==> src/rtl/tt_um_johnson_decoder.sv <==
// Johnson code receiver: decodes an 8-bit Johnson code to a phase index,
// checks validity and continuity, tracks lock and counts continuity errors.
module tt_um_johnson_decoder #(
    parameter int LOCK_CNT = 4
) (
    input  logic       clk,
    input  logic       rst_n,
    input  logic       ena,
    input  logic [7:0] ui_in,
    input  logic [7:0] uio_in,
    output logic [7:0] uo_out,
    output logic [7:0] uio_out,
    output logic [7:0] uio_oe
);

    typedef enum logic {
        ACQUIRE = 1'b0,
        LOCKED  = 1'b1
    } state_t;

    state_t     state_q, state_d;
    logic [2:0] run_q, run_d;
    logic [3:0] idx_q, idx_d;
    logic       code_ok_q, code_ok_d;
    logic       seq_err_q, seq_err_d;
    logic [3:0] err_q, err_d;
    logic [7:0] prev_q, prev_d;
    logic       have_prev_q, have_prev_d;

    logic       sample;
    logic       clr_err;
    logic       legal;
    logic [3:0] phase;
    logic [7:0] succ;
    logic       is_hold;
    logic       is_step;
    logic [2:0] run_inc;
    logic       unused_ok;

    assign sample    = ena & uio_in[0];
    assign clr_err   = ena & uio_in[1];
    assign unused_ok = &{1'b0, uio_in[7:2]};

    // Phase k: k low ones for k<=8, then ones shifted out from the bottom.
    function automatic logic [7:0] jcode(input int k);
        if (k <= 8) begin
            return 8'hFF >> (8 - k);
        end
        return 8'hFF << (k - 8);
    endfunction

    always_comb begin
        legal = 1'b0;
        phase = 4'd0;
        for (int k = 0; k < 16; k++) begin
            if (ui_in == jcode(k)) begin
                legal = 1'b1;
                phase = 4'(k);
            end
        end
    end

    assign succ    = {prev_q[6:0], ~prev_q[7]};
    assign is_hold = legal & have_prev_q & (ui_in == prev_q);
    assign is_step = legal & have_prev_q & (ui_in == succ);
    assign run_inc = run_q + 3'd1;

    always_comb begin
        state_d     = state_q;
        run_d       = run_q;
        idx_d       = idx_q;
        code_ok_d   = code_ok_q;
        seq_err_d   = 1'b0;
        err_d       = err_q;
        prev_d      = prev_q;
        have_prev_d = have_prev_q;

        if (sample) begin
            code_ok_d = legal;
            if (legal) begin
                idx_d       = phase;
                prev_d      = ui_in;
                have_prev_d = 1'b1;
            end
            unique case (state_q)
                ACQUIRE: begin
                    unique case (1'b1)
                        is_step: begin
                            if (run_inc == 3'(LOCK_CNT)) begin
                                state_d = LOCKED;
                                run_d   = 3'd0;
                            end else begin
                                run_d = run_inc;
                            end
                        end
                        is_hold: run_d = run_q;
                        default: run_d = 3'd0;
                    endcase
                end
                LOCKED: begin
                    if (!(is_step || is_hold)) begin
                        seq_err_d = 1'b1;
                        state_d   = ACQUIRE;
                        run_d     = 3'd0;
                        if (err_q != 4'd15) begin
                            err_d = err_q + 4'd1;
                        end
                    end
                end
                default: state_d = ACQUIRE;
            endcase
        end

        if (clr_err) begin
            err_d = 4'd0;
        end
    end

    always_ff @(posedge clk) begin
        if (!rst_n) begin
            state_q     <= ACQUIRE;
            run_q       <= 3'd0;
            idx_q       <= 4'd0;
            code_ok_q   <= 1'b0;
            seq_err_q   <= 1'b0;
            err_q       <= 4'd0;
            prev_q      <= 8'd0;
            have_prev_q <= 1'b0;
        end else begin
            state_q     <= state_d;
            run_q       <= run_d;
            idx_q       <= idx_d;
            code_ok_q   <= code_ok_d;
            seq_err_q   <= seq_err_d;
            err_q       <= err_d;
            prev_q      <= prev_d;
            have_prev_q <= have_prev_d;
        end
    end

    assign uo_out = {
        (err_q == 4'd15),
        seq_err_q,
        (state_q == LOCKED),
        code_ok_q,
        idx_q
    };
    assign uio_out = {err_q, 4'b0000};
    assign uio_oe  = 8'hF0;

endmodule
==> config.mk <==
export PLATFORM = sky130hd
export DESIGN_NAME = tt_um_johnson_decoder
export DESIGN_NICKNAME = d
export VERILOG_FILES = /design/src/rtl/tt_um_johnson_decoder.sv
export SDC_FILE = /design/constraint.sdc
export NUM_CORES = 1
export LEC_CHECK = 0
export BUFFER_PORTS_ARGS = -buffer_cell sky130_fd_sc_hd__buf_2
export CAP_MARGIN = 30
export CORE_MARGIN = 3
export CORE_UTILIZATION = 30
export DETAILED_ROUTE_END_ITERATION = 10
export PLACE_DENSITY = 0.59
export SYNTH_ARGS = -nofsm -noshare
export SYNTH_HDL_FRONTEND = slang
export SYNTH_SLANG_ARGS = --single-unit
==> constraint.sdc <==
create_clock -name clk -period 2.5 [get_ports clk]
set_input_delay 0.25 -clock clk [delete_from_list [all_inputs] [get_ports clk]]
set_output_delay 0.25 -clock clk [all_outputs]
set_load 0.02 [all_outputs]
==> results_dict.tcl, run 1 <==
set metrics [dict create \
    outcome "finished clean" \
    tritoncts_num_sinks 23 \
    ctsResizeCount 0 \
    fin_nets 229 \
    post_synth_instance_area_um2 1600 \
    power.ir.vdd_worst_mv 0.159 \
    slew_headroom_pct 61.1 \
    finalMaxSlewViolations 0 \
    worstPathArrival_ns 2.32 \
    postSynthCellCount 189 \
    power.static_leakage_nw 0.790 \
    holdWs_ns 0.270 \
    floorplan.initialDensity_pct 32.3 \
    detailedRoute.firstIterationViolations 75 \
    fraction_of_synthesized_cell_area_in_xor_and_xnor_cells_pct 8.77 \
    timing.clock.skew_ns 0.00663 \
    max_clock_freq_mhz 478 \
    postSynth.asyncResetShare_pct 0 \
    place_congestion 0.791 \
    routed_wl_mm 3.41 \
    dp.final_hpwl_mm 2.65 \
    dpl_cell_area_um2 1720 \
    clock_tree.htree_level_count 1 \
    critPathKind "in -> reg" \
    die_y_um 79.0 \
    cts.root.buffer_cell "clkbuf_8" \
    worstSkewPairLatency_ns 0.27 \
    cts_buffers 3 \
    min-delay-path-class "in -> reg" \
    yosys_most_used_dff "dfxtp_1" \
    post-place-cells 269 \
    synth_top_family_by_area "simple AND/OR/NAND/NOR gates" \
    post-synth-top-area-cell "dfxtp_1" \
    timing.final.crit_share_pct 83.7 \
    grt_pass1_vias 1256 \
    final.min_clock_period_ns 2.09 \
    layout.cell_area.non_filler_um2 1770 \
    vias_after_detailed_routing 1329 \
    rsz0062_at_grt "no" \
    number_of_distinct_library_cells_after_synthesis 51 \
    timing_worst_slew_pin_value_ns 0.580 \
    post_synth_fa_ha_maj_area_fraction_pct 2.35 \
    yosys_warnings 0 \
    final-hold-violation-count 0 \
    buffer_ports.inserted 24 \
    reg2regPathDepth 6 \
    totalNegativeSetupSlack_ns 0 \
    timing.max_cap.violations 0 \
    largest_net_degree_at_the_start_of_global_routing 17 \
    post_cts_hold_buffer_count 0 \
    area_of_the_core_um2 4940 \
    cts_post_setup_buffers_inserted 0 \
    post_synth_and_or_nand_nor_area_fraction_pct 24.4 \
    cp.required_ns 2.72 \
    synth_area_per_cell_um2 8.45 \
    grt_antenna_before_repair 0 \
    finalSetupViolCount 0 \
    design.die.area_um2 6240 \
    stdcell_count 273 \
    synth-edff-count 0 \
    top_level_ports 43 \
    clk_pin_slew_worst_setup_hold_paths_ns 0.09 \
    detail_routed_via_count_per_cell 4.87 \
    muxShareOfSynthArea_pct 3.13 \
    first_pass_grt_wire_length_mm 5.76 \
    timing.critical_path.fanout_max 7 \
    tritoncts "yes" \
    finalCoreUtilization_pct 35.7 \
    worst_hold_path.num_cells 2 \
    endpoint_kind "flop" \
    synth-seq-cells 23 \
    synth-compound-area-share_pct 20.0 \
    antenna_cells_inserted 0 \
    yosysMostFrequentCell "dfxtp_1" \
    powerDensity_nw_per_um2 404 \
    chipWidth_um 79.0 \
    synthTopCellsByArea "dfxtp_1 29%, xor2_1 8.2%, buf_4 7.5%" \
    detail_route.drc_violations 0 \
    drtAntennaViolNets 0 \
    grt_util_all_layers_pct 11.3 \
    area_growth_pct 10.5 \
    fp-row-count 25 \
    drive_above_1_share_pct 22.3 \
    ctsLongestPathBuffers 2 \
    synth-seq-area-share_pct 28.8 \
    routedWlPerCell_um 12.5 \
    overflow 0 \
    post_synth_most_frequent_cells "23 x dfxtp_1, 16 x buf_4, 16 x nand2_1, 15 x xor2_1" \
    drt_pre_antenna_iters 4 \
    synth_top_cell_area_share_pct 28.8 \
    worst_setup_path_start_kind "input pin" \
]
-- area by class of cell --
type	count	area [um^2]
clock inverters	1	5.00
well taps	67	83.8
flip-flops and latches	23	460
fillers	551	3180
repair buffers	29	161
inverters	5	18.8
clock buffers	3	41.3
multi-input cells	145	995
-- state kept, by name, indices dropped and copies added, names as in the netlist --
register / count
prev_q: 8
err_q: 4
idx_q: 4
run_q: 3
code_ok_q: 1
have_prev_q: 1
seq_err_q: 1
state_q: 1
-- power breakdown --
group          switching, mW  total [mW]  internal, mW
Combinational         0.0709       0.103        0.0322
Clock                  0.128       0.240         0.112
Sequential           0.00174       0.370         0.368
Total                  0.201       0.713         0.512
-- cells in the final DEF, fill, tap and decap left out, drive strengths merged, types with 3 or more instances in the layout --
| master | count |
|---|---|
| a211oi | 4 |
| a21oi | 13 |
| buf | 29 |
| clkbuf | 3 |
| conb | 12 |
| dfxtp | 23 |
| ha | 3 |
| inv | 5 |
| mux2i | 5 |
| nand2 | 16 |
| nand2b | 4 |
| nand3 | 5 |
| nor2 | 12 |
| nor2b | 3 |
| nor4 | 6 |
| o21ai | 6 |
| o41ai | 3 |
| or2 | 3 |
| or3 | 7 |
| xor2 | 15 |
-- routing by layer --
layer | GRT usage (%) | part of all wire, % | wire (um)
met1 | 14.6 | 48 | 1650
met2 | 19.0 | 47 | 1610
met3 | 1.36 | 2.5 | 85
met4 | 4.64 | 1.9 | 64
met5 | 0 | 0 | 0
-- path summary, 6_finish.rpt --
path              startpoint  endpoint  slack [ns]
hold / removal         rst_n  idx_q[2]        0.27
setup reg to reg   prev_q[1]  run_q[2]        0.60
hold reg to reg     idx_q[3]  idx_q[3]        0.46
setup / recovery    ui_in[6]  run_q[2]        0.41
-- cells by family (layout without fill, tap and decap cells) --
logic type	count (synthesis)	count (layout)
compound gates	39	39
flops	23	23
fa+ha+maj	3	3
other cells	2	12
mux	5	5
simple gates	70	70
xor+xnor	16	16
buf+inv	31	38
-- metrics by stage --
step           total power [mW]  setup WS (ns)
2_1_floorplan             0.470          0.440
3_3_place_gp              0.480          0.147
3_5_place_dp              0.482          0.123
4_1_cts                   0.724          0.411
5_1_grt                   0.746          0.256
6_report                  0.713          0.407
-- critical path, cell delays in order --
cell	delay, ns
buf_2	0.15
or4_4	0.55
a2111oi_4	0.47
o41ai_2	0.16
or3_4	0.42
a211oi_2	0.22
a21o_1	0.10
(Power assumes the default switching activity.)
==> run 2: changes to the inputs <==
==> constraint.sdc (replaced) <==
create_clock -name clk -period 2.05 [get_ports clk]
set_input_delay 0.205 -clock clk [delete_from_list [all_inputs] [get_ports clk]]
set_output_delay 0.205 -clock clk [all_outputs]
set_load 0.02 [all_outputs]
==> run 2 against run 1 <==
  * Clock skew decreased by 0.0048 ns
  * First-iteration DRC count decreased by 4.0%
  * Global-route usage increased by 0.84 points
  * Sequential power increased by 22%
  * Wire length increased by 5.1%
  * Critical path type unchanged
  * Largest cell class unchanged
  * Highest routed layer unchanged
==> results_dict.tcl, run 2 (synthesis gave the netlist of run 1 again) <==
set metrics [dict create \
    routed_wl_mm 3.59 \
    ff2ff_setup_slack_ns 0.21 \
    routedWlPerCell_um 12.2 \
    cts.root.buffer_cell "clkbuf_8" \
    fin_nets 250 \
    clk_pin_slew_worst_setup_hold_paths_ns 0.09 \
    place_congestion 0.807 \
    first_pass_grt_wire_length_mm 6.11 \
    top_register "prev_q" \
    area_of_the_core_um2 4940 \
    final.min_clock_period_ns 1.91 \
    rsz0062_at_grt "no" \
    reg2regPathDepth 7 \
    detailedRoute.firstIterationViolations 72 \
    layout_common_cells "25 x buf_4, 24 x buf_2, 23 x dfxtp_1" \
    buffer_ports.inserted 24 \
    detail_routed_via_count_per_cell 4.67 \
    die_y_um 79.0 \
    timing_worst_slew_pin_value_ns 0.521 \
    chipWidth_um 79.0 \
    largest_net_degree_at_the_start_of_global_routing 16 \
    crit-reg2reg-launch "prev_q[2]" \
    power.ir.vdd_worst_mv 0.200 \
    outcome "finished clean" \
    timing.max_cap.violations 0 \
    dp.final_hpwl_mm 2.84 \
    vias_after_detailed_routing 1373 \
    finalCoreUtilization_pct 39.0 \
    area_growth_pct 20.7 \
    setup.worst_path.end "run_q[2]" \
    drt_pre_antenna_iters 4 \
    timing.clock.skew_ns 0.00183 \
    tritoncts "yes" \
    hold_path_startpoint "rst_n" \
    grt_antenna_before_repair 0 \
    grt_util_all_layers_pct 12.1 \
    design.die.area_um2 6240 \
    detail_route.drc_violations 0 \
    top_level_ports 43 \
    floorplan.initialDensity_pct 32.3 \
    layout_top_registers "prev_q x8, err_q x4, idx_q x4" \
    cts_buffers 3 \
    ctsLongestPathBuffers 2 \
    cts_post_setup_buffers_inserted 0 \
    min-delay-path-class "in -> reg" \
    dpl_cell_area_um2 1880 \
    antenna_cells_inserted 0 \
    layout.cell_area.non_filler_um2 1930 \
    slew_headroom_pct 64.9 \
    clock_tree.htree_level_count 1 \
    power.static_leakage_nw 0.895 \
    power.total_mw 0.894 \
    critPathKind "in -> reg" \
    final_common_cell "buf_4" \
    drtAntennaViolNets 0 \
    worstPathArrival_ns 2.13 \
    tritoncts_num_sinks 23 \
    worst_setup_path_start_kind "input pin" \
    max_clock_freq_mhz 525 \
    largest_register_ffs 8 \
    endpoint_kind "flop" \
    cp.required_ns 2.27 \
    finalSetupViolCount 0 \
    grt_pass1_vias 1322 \
    holdWs_ns 0.225 \
    drive_above_1_share_pct 30.0 \
    timing.critical_path.fanout_max 6 \
    worstSkewPairLatency_ns 0.27 \
    timing.critical_path.from "ui_in[5]" \
    fp-row-count 25 \
    final-hold-violation-count 0 \
    regToRegEndpoint "run_q[0]" \
    finalMaxSlewViolations 0 \
    timing.final.crit_share_pct 93.0 \
    overflow 0 \
    powerDensity_nw_per_um2 464 \
]
-- run 2: cell types whose count changed in the layout (fill, tap and decap cells not counted), sizes merged --
cell | previous run | this run
buf | 29 | 50
-- run 2: how the worst min path moves through the flow --
stage                            to  slack, ns  depth (start not counted)
after floorplan            idx_q[2]       0.34                          1
after global placement    code_ok_q       0.44                          2
after detailed placement   idx_q[3]       0.45                          2
after CTS                  idx_q[2]       0.22                          2
after global routing       idx_q[2]       0.21                          2
final                      idx_q[2]       0.22                          2
-- run 2: power breakdown --
group / internal, mW / total (mW) / switching, mW
clock: 0.136 / 0.293 / 0.157
sequential: 0.449 / 0.451 / 0.00214
combinational: 0.0584 / 0.149 / 0.0908
total: 0.643 / 0.894 / 0.250
-- run 2: what timing repair did --
item / in CTS / in global routing
hold buffers: 0 / 0
endpoints found under the setup margin: 0 / 1
gates resized for setup: 0 / 1
-- run 2: layout make-up --
type / instances / area, um^2
Clock buffer: 3 / 41.3
Clock inverter: 1 / 5.00
Fill cell: 543 / 3010
Inverter: 5 / 18.8
Multi-Input combinational cell: 145 / 1000
Sequential cell: 23 / 460
Tap cell: 67 / 83.8
Timing Repair Buffer: 50 / 319
-- run 2: critical path, cell delays in order --
cell and delay [ns]:
buf_2 0.13, or4_4 0.55, a2111oi_4 0.37, o41ai_2 0.15, or3_4 0.41, a211oi_2 0.20, a21o_1 0.10
-- run 2: per-layer routing --
metal  wire length (um)  track usage, %
met5                  0               0
met2               1700            19.9
met4                 46            4.12
met3                109            1.36
met1               1730            16.5
-- run 2: stage by stage --
| step | TNS, ns | setup slack (ns) | cells |
|---|---|---|---|
| after floorplan | 0 | 0.0352 | 199 |
| after global placement | -2.16 | -0.172 | 289 |
| after detailed placement | -0.837 | -0.200 | 290 |
| after CTS | 0 | 0.0823 | 294 |
| after global routing | 0 | 0.0434 | 294 |
| final | 0 | 0.144 | 294 |
